===== src/rtl/vga_timing_pkg.sv =====
// Shared timing constants and types for the 640x480@60 VGA sync generator.
// Default values match the standard mode; vga_sync_gen may override them per instance.
package vga_timing_pkg;

    localparam int unsigned VGA_H_DISPLAY = 640;
    localparam int unsigned VGA_H_FRONT   = 16;
    localparam int unsigned VGA_H_SYNC    = 96;
    localparam int unsigned VGA_H_BACK    = 48;
    localparam int unsigned VGA_H_TOTAL   = VGA_H_DISPLAY + VGA_H_FRONT + VGA_H_SYNC + VGA_H_BACK;

    localparam int unsigned VGA_V_DISPLAY = 480;
    localparam int unsigned VGA_V_FRONT   = 10;
    localparam int unsigned VGA_V_SYNC    = 2;
    localparam int unsigned VGA_V_BACK    = 33;
    localparam int unsigned VGA_V_TOTAL   = VGA_V_DISPLAY + VGA_V_FRONT + VGA_V_SYNC + VGA_V_BACK;

    // Sync windows are half-open: [START, END).
    localparam int unsigned VGA_HSYNC_START = VGA_H_DISPLAY + VGA_H_FRONT;
    localparam int unsigned VGA_HSYNC_END   = VGA_HSYNC_START + VGA_H_SYNC;
    localparam int unsigned VGA_VSYNC_START = VGA_V_DISPLAY + VGA_V_FRONT;
    localparam int unsigned VGA_VSYNC_END   = VGA_VSYNC_START + VGA_V_SYNC;

    localparam int unsigned VGA_CLK_DIV = 4;
    localparam int unsigned DIV_W       = 4;

    localparam int unsigned COORD_W = 10;
    typedef logic [COORD_W-1:0] coord_t;

    localparam int unsigned SYNC_PIPE_DEPTH = 2;

    typedef struct packed {
        logic hsync;
        logic vsync;
        logic video_on;
    } sync_t;

    localparam sync_t SYNC_IDLE = '{hsync: 1'b1, vsync: 1'b1, video_on: 1'b0};

    function automatic logic in_window(coord_t v, coord_t lo, coord_t hi);
        return (v >= lo) && (v < hi);
    endfunction

endpackage


===== src/rtl/vga_mod_counter.sv =====
// Modulo-N wrap counter with enable; also exposes its next-state value so
// callers can register decodes that line up with the counter itself.
module vga_mod_counter #(
    parameter int unsigned W       = 10,
    parameter int unsigned MODULUS = 800
) (
    input  logic         CLK,
    input  logic         RESET,
    input  logic         en,
    output logic [W-1:0] q,
    output logic [W-1:0] q_next,
    output logic         wrap
);

    localparam logic [W-1:0] LAST = W'(MODULUS - 1);

    logic [W-1:0] cnt_q;

    always_comb begin
        wrap   = en && (cnt_q == LAST);
        q_next = cnt_q;
        if (en) begin
            q_next = (cnt_q == LAST) ? '0 : cnt_q + W'(1);
        end
    end

    always_ff @(posedge CLK) begin
        if (RESET) begin
            cnt_q <= '0;
        end else begin
            cnt_q <= q_next;
        end
    end

    assign q = cnt_q;

endmodule


===== src/rtl/vga_sync_gen.sv =====
// VGA timing source: pixel-rate enable, scan counters, syncs, video_on, frame strobe.
// Define VGA_SYNC_PIPE_EN to delay hsync/vsync/video_on by SYNC_PIPE_DEPTH CLK cycles.
module vga_sync_gen
    import vga_timing_pkg::*;
#(
    parameter int unsigned H_DISPLAY = VGA_H_DISPLAY,
    parameter int unsigned H_FRONT   = VGA_H_FRONT,
    parameter int unsigned H_SYNC    = VGA_H_SYNC,
    parameter int unsigned H_BACK    = VGA_H_BACK,
    parameter int unsigned V_DISPLAY = VGA_V_DISPLAY,
    parameter int unsigned V_FRONT   = VGA_V_FRONT,
    parameter int unsigned V_SYNC    = VGA_V_SYNC,
    parameter int unsigned V_BACK    = VGA_V_BACK,
    parameter int unsigned CLK_DIV   = VGA_CLK_DIV
) (
    input  logic               CLK,
    input  logic               RESET,
    output logic               p_tick,
    output logic [COORD_W-1:0] pix_x,
    output logic [COORD_W-1:0] pix_y,
    output logic               hsync,
    output logic               vsync,
    output logic               video_on,
    output logic               frame_start
);

    localparam int unsigned H_TOTAL = H_DISPLAY + H_FRONT + H_SYNC + H_BACK;
    localparam int unsigned V_TOTAL = V_DISPLAY + V_FRONT + V_SYNC + V_BACK;

    localparam coord_t H_VIS    = coord_t'(H_DISPLAY);
    localparam coord_t V_VIS    = coord_t'(V_DISPLAY);
    localparam coord_t HS_START = coord_t'(H_DISPLAY + H_FRONT);
    localparam coord_t HS_END   = coord_t'(H_DISPLAY + H_FRONT + H_SYNC);
    localparam coord_t VS_START = coord_t'(V_DISPLAY + V_FRONT);
    localparam coord_t VS_END   = coord_t'(V_DISPLAY + V_FRONT + V_SYNC);

    logic [DIV_W-1:0] unused_div_q;
    logic [DIV_W-1:0] unused_div_next;
    logic             tick_d;

    coord_t h_q, h_next;
    coord_t v_q, v_next;
    logic   h_wrap;
    logic   frame_d;

    sync_t  sync_d, sync_q, sync_out;
    logic   p_tick_q;
    logic   frame_start_q;

    // Divider wrap marks the edge on which the scan counters step.
    vga_mod_counter #(
        .W       (DIV_W),
        .MODULUS (CLK_DIV)
    ) u_div (
        .CLK    (CLK),
        .RESET  (RESET),
        .en     (1'b1),
        .q      (unused_div_q),
        .q_next (unused_div_next),
        .wrap   (tick_d)
    );

    vga_mod_counter #(
        .W       (COORD_W),
        .MODULUS (H_TOTAL)
    ) u_hcnt (
        .CLK    (CLK),
        .RESET  (RESET),
        .en     (tick_d),
        .q      (h_q),
        .q_next (h_next),
        .wrap   (h_wrap)
    );

    // Wrap of the vertical counter is exactly the (H_TOTAL-1, V_TOTAL-1) -> (0,0) step.
    vga_mod_counter #(
        .W       (COORD_W),
        .MODULUS (V_TOTAL)
    ) u_vcnt (
        .CLK    (CLK),
        .RESET  (RESET),
        .en     (h_wrap),
        .q      (v_q),
        .q_next (v_next),
        .wrap   (frame_d)
    );

    always_comb begin
        sync_d          = SYNC_IDLE;
        sync_d.hsync    = !in_window(h_next, HS_START, HS_END);
        sync_d.vsync    = !in_window(v_next, VS_START, VS_END);
        sync_d.video_on = (h_next < H_VIS) && (v_next < V_VIS);
    end

    always_ff @(posedge CLK) begin
        if (RESET) begin
            p_tick_q      <= 1'b0;
            frame_start_q <= 1'b0;
            sync_q        <= SYNC_IDLE;
        end else begin
            p_tick_q      <= tick_d;
            frame_start_q <= frame_d;
            sync_q        <= sync_d;
        end
    end

`ifdef VGA_SYNC_PIPE_EN
    // Matches the font-ROM read plus registered-RGB latency downstream.
    sync_t pipe_q [SYNC_PIPE_DEPTH];

    always_ff @(posedge CLK) begin
        if (RESET) begin
            for (int i = 0; i < SYNC_PIPE_DEPTH; i++) begin
                pipe_q[i] <= SYNC_IDLE;
            end
        end else begin
            pipe_q[0] <= sync_q;
            for (int i = 1; i < SYNC_PIPE_DEPTH; i++) begin
                pipe_q[i] <= pipe_q[i-1];
            end
        end
    end

    assign sync_out = pipe_q[SYNC_PIPE_DEPTH-1];
`else
    assign sync_out = sync_q;
`endif

    assign p_tick      = p_tick_q;
    assign pix_x       = h_q;
    assign pix_y       = v_q;
    assign hsync       = sync_out.hsync;
    assign vsync       = sync_out.vsync;
    assign video_on    = sync_out.video_on;
    assign frame_start = frame_start_q;

endmodule


===== config.mk =====
export PLATFORM = sky130hd
export DESIGN_NAME = vga_sync_gen
export DESIGN_NICKNAME = d
export VERILOG_FILES = /design/src/rtl/vga_timing_pkg.sv /design/src/rtl/vga_mod_counter.sv /design/src/rtl/vga_sync_gen.sv
export SDC_FILE = /design/constraint.sdc
export NUM_CORES = 1
export LEC_CHECK = 0
export BUFFER_PORTS_ARGS = -buffer_cell sky130_fd_sc_hd__buf_2
export CAP_MARGIN = 20
export CORE_MARGIN = 1.5
export CORE_UTILIZATION = 50
export DETAILED_ROUTE_END_ITERATION = 10
export GPL_TIMING_DRIVEN = 0
export HOLD_SLACK_MARGIN = 0.08
export PLACE_DENSITY = 0.79
export SLEW_MARGIN = 5
export SYNTH_ARGS = -nofsm -noshare
export SYNTH_HDL_FRONTEND = slang
export SYNTH_SLANG_ARGS = --single-unit

===== constraint.sdc =====
create_clock -name CLK -period 3.3 [get_ports CLK]
set_input_delay 0 -clock CLK [delete_from_list [all_inputs] [get_ports CLK]]
set_output_delay 0 -clock CLK [all_outputs]
set_load 0.01 [all_outputs]

==> reports/qor.txt <==
Die area -> 3440 um^2
Crit path time final -> 2.64 ns
Tcrit/Tclk final -> 0.801
Fmax -> 378 MHz
Worst-Skew Late Latency -> 0.33 ns
Endpoints failing setup -> 0
Final Hold Viols -> 0
Antenna Nets Post-Route -> 0
Post-DR wirelength/cell -> 14.3 um
Endpoint class of the critical path -> flip-flop
Post-route insts no fill -> 247
CP arrival -> 2.86 ns
Number of top-level pins -> 27
FFs w/ async S/R, synth -> 0
Top-count cell post-synth -> dfxtp_1
CTS root buf -> clkbuf_4
Sequential-to-total area share from yosys stat -> 0.374
Worst Hold End -> u_div.q[0]
First-pass GRT wire length -> 5890 um
Placed cell count -> 239
Crit Path Category -> reg2reg
Startpoint Class -> flip-flop
Crit path required time -> 3.51 ns
Post-Syn Area per Cell -> 8.61 um^2
Post-synthesis instance total -> 180
Critical Path Fanout Max -> 9
Slew headroom -> 0.417
Worst ir drop on vdd -> 0.217 mV
Critical R2R Launch -> u_div.q[0]
Starting density of the core -> 0.516
Synth Register Bits -> 29
Max Root-Sink Buffers -> 2
Internal reg-to-reg setup slack -> 0.66 ns
Total number of vias -> 1,440
Status -> finished, final reports clean
Core area -> 3000 um^2
Largest net degree at the start of global routing -> 11
Clk sinks -> 29
Setup TNS -> 0 ns
Top FF cell, synth -> dfxtp_1
Final number of max-transition violations -> 0
Initial antenna violation count -> 0
DR iter-0 viols -> 73
Port Buf Inserts -> 26
Warnings, synthesis -> 0
Leak -> 0.658 nW
Vias/cell -> 5.83
Syn_nets -> 186
Yosys top cell by area -> dfxtp_1
Clock buffer count from CTS -> 5
Hold Path Class -> reg2reg
Die height -> 58.7 um
Num rows -> 20
Die Wd -> 58.7 um
Slack of the critical path -> 0.657 ns
Post-Syn Area -> 1550 um^2
CP max stage cell -> nor4_2
Post-synth EDFFs -> 0
Worst hold start -> u_div.q[0]
Crit path cell chain -> ha_1 > or3b_1 > buf_6 > nor4_2 > o211ai_1 > a22oi_2 > nand4_1
Final Wtd Congestion -> 0.833
Synth area leaders -> dfxtp_1, nor2_1, nand2_1
RSZ-0062 raised after global routing -> no
Post-synth top area share -> 0.374
DR DRC count -> 0
CP delay by family, top -> simple AND/OR/NAND/NOR gates
Vias in the first global route -> 1,250
# fillers -> 284
Clock transition at path regs -> 0.09 ns
Post-DP HPWL -> 2440 um
Critical path buffers and inverters -> 1
Dpl ws -> 0.652 ns
Total power -> 0.606 mW
Routed wire length -> 3540 um
CP peak stage delay -> 0.77 ns
Sequential cell area -> 581 um^2
Layout Nets -> 220
Area growth, synth to finish -> 15.3%
Total of max-cap violations -> 0
Worst flop-to-flop path endpoint -> vsync
WHS Path Cells -> 1
Footprint of the multi-input gates -> 912 um^2
Clock Skew -> 0.00796 ns
CTS HTree Levels -> 2
Worst-Margin Slew -> 0.868 ns
Commonest cells post-synth -> dfxtp_1, nor2_1, nand2_1
Worst Reg-to-Reg Cells -> 7
Overflow after GRT -> 0
CTS tree -> yes
Global Route Usage Sum -> 0.228
Cell variety after synth -> 47
Layout cells sized above 1 -> 0.201
# diodes -> 0
First-pass DRT Iterations -> 4
Pwr Density -> 339 nW/um^2
## registers in the layout (all words and copies together) (netlist names)
name and flops:
u_div.q 4, u_hcnt.q 10, u_vcnt.q 10, frame_start 1
hsync 1, vsync 1, p_tick 1, video_on 1
## report_power, final
| part | total, mW | internal [mW] | leakage [nW] | switching, mW |
|---|---|---|---|---|
| Sequential | 0.358 | 0.355 | 0.235 | 0.00335 |
| Combinational | 0.0277 | 0.0110 | 0.392 | 0.0166 |
| Clock | 0.220 | 0.100 | 0.0314 | 0.120 |
| Total | 0.606 | 0.466 | 0.658 | 0.140 |
## through the flow
stage | instance area, um^2 | hold slack (ns) | util
CTS | 1790 | 0.451 | 0.595
global route | 1790 | 0.465 | 0.595
floorplan | 1550 | 0.0699 | -
global placement | 1720 | 0.267 | 0.573
detailed placement | 1720 | 0.264 | 0.573
finish | 1790 | 0.467 | 0.595
## timing repair
item	4_1_cts	5_1_grt
hold buffers	1	0
endpoints found under the hold margin	4	0
resized for setup	0	0
buffers inserted	0	0
## worst max path at each step
stage                     cells past startpoint  slack, ns  startpoint  endpoint
after global placement                        7       0.65  u_div.q[0]     vsync
after global routing                          7       0.39  u_div.q[0]  video_on
after CTS                                     7       0.63  u_div.q[0]     vsync
after floorplan                               8       0.93  u_div.q[0]  video_on
final                                         7       0.66  u_div.q[0]     vsync
after detailed placement                      7       0.65  u_div.q[0]     vsync
## placed cells by master (no fill, tap or decap), types with 3 or more instances in the layout
cell type,n
buf_2,27
o31ai_1,3
nand4_1,9
xnor2_1,6
nor3_1,9
clkbuf_4,5
nand2_1,15
nor4_1,6
o211ai_1,3
inv_1,4
xor2_1,4
or3_1,4
dfxtp_1,29
ha_1,4
nor3b_1,4
nor2_1,24
a21oi_1,9
nand3_1,8
clkbuf_1,4
## worst register-to-register path, cell delays in order, from the launching register on
cell	delay (ns)
dfxtp_1	0.36
ha_1	0.22
or3b_1	0.37
buf_6	0.15
nor4_2	0.77
o211ai_1	0.25
a22oi_2	0.29
nand4_1	0.11
## routing by layer
metal,vias up,part of all wire,GRT usage
met5,-,0,0
met4,0,0.010,0.0974
met3,4,0.074,0.0615
met2,51,0.44,0.319
met1,652,0.47,0.330
li1,733,-,-
## cells by family (layout without fill, tap and decap cells)
family	Yosys count	count (layout)	share of synthesized area
muxes	3	3	0.0202
buffers and inverters	11	45	0.0371
DFF	29	29	0.374
xor gates and xnor gates	10	10	0.0565
adders and majority gates	4	4	0.0323
and+or+nand+nor	98	98	0.355
AOI/OAI and AO/OA	25	25	0.124
## final cells by class
class,instances,share of cell area
Inverter,4,0.00840
Buffer,7,0.0238
Sequential cell,29,0.325
Clock buffer,7,0.0308
Tap cell,33,0.0231
Timing Repair Buffer,27,0.0784
Multi-Input combinational cell,140,0.511
Power figures use the tool's default switching activity.
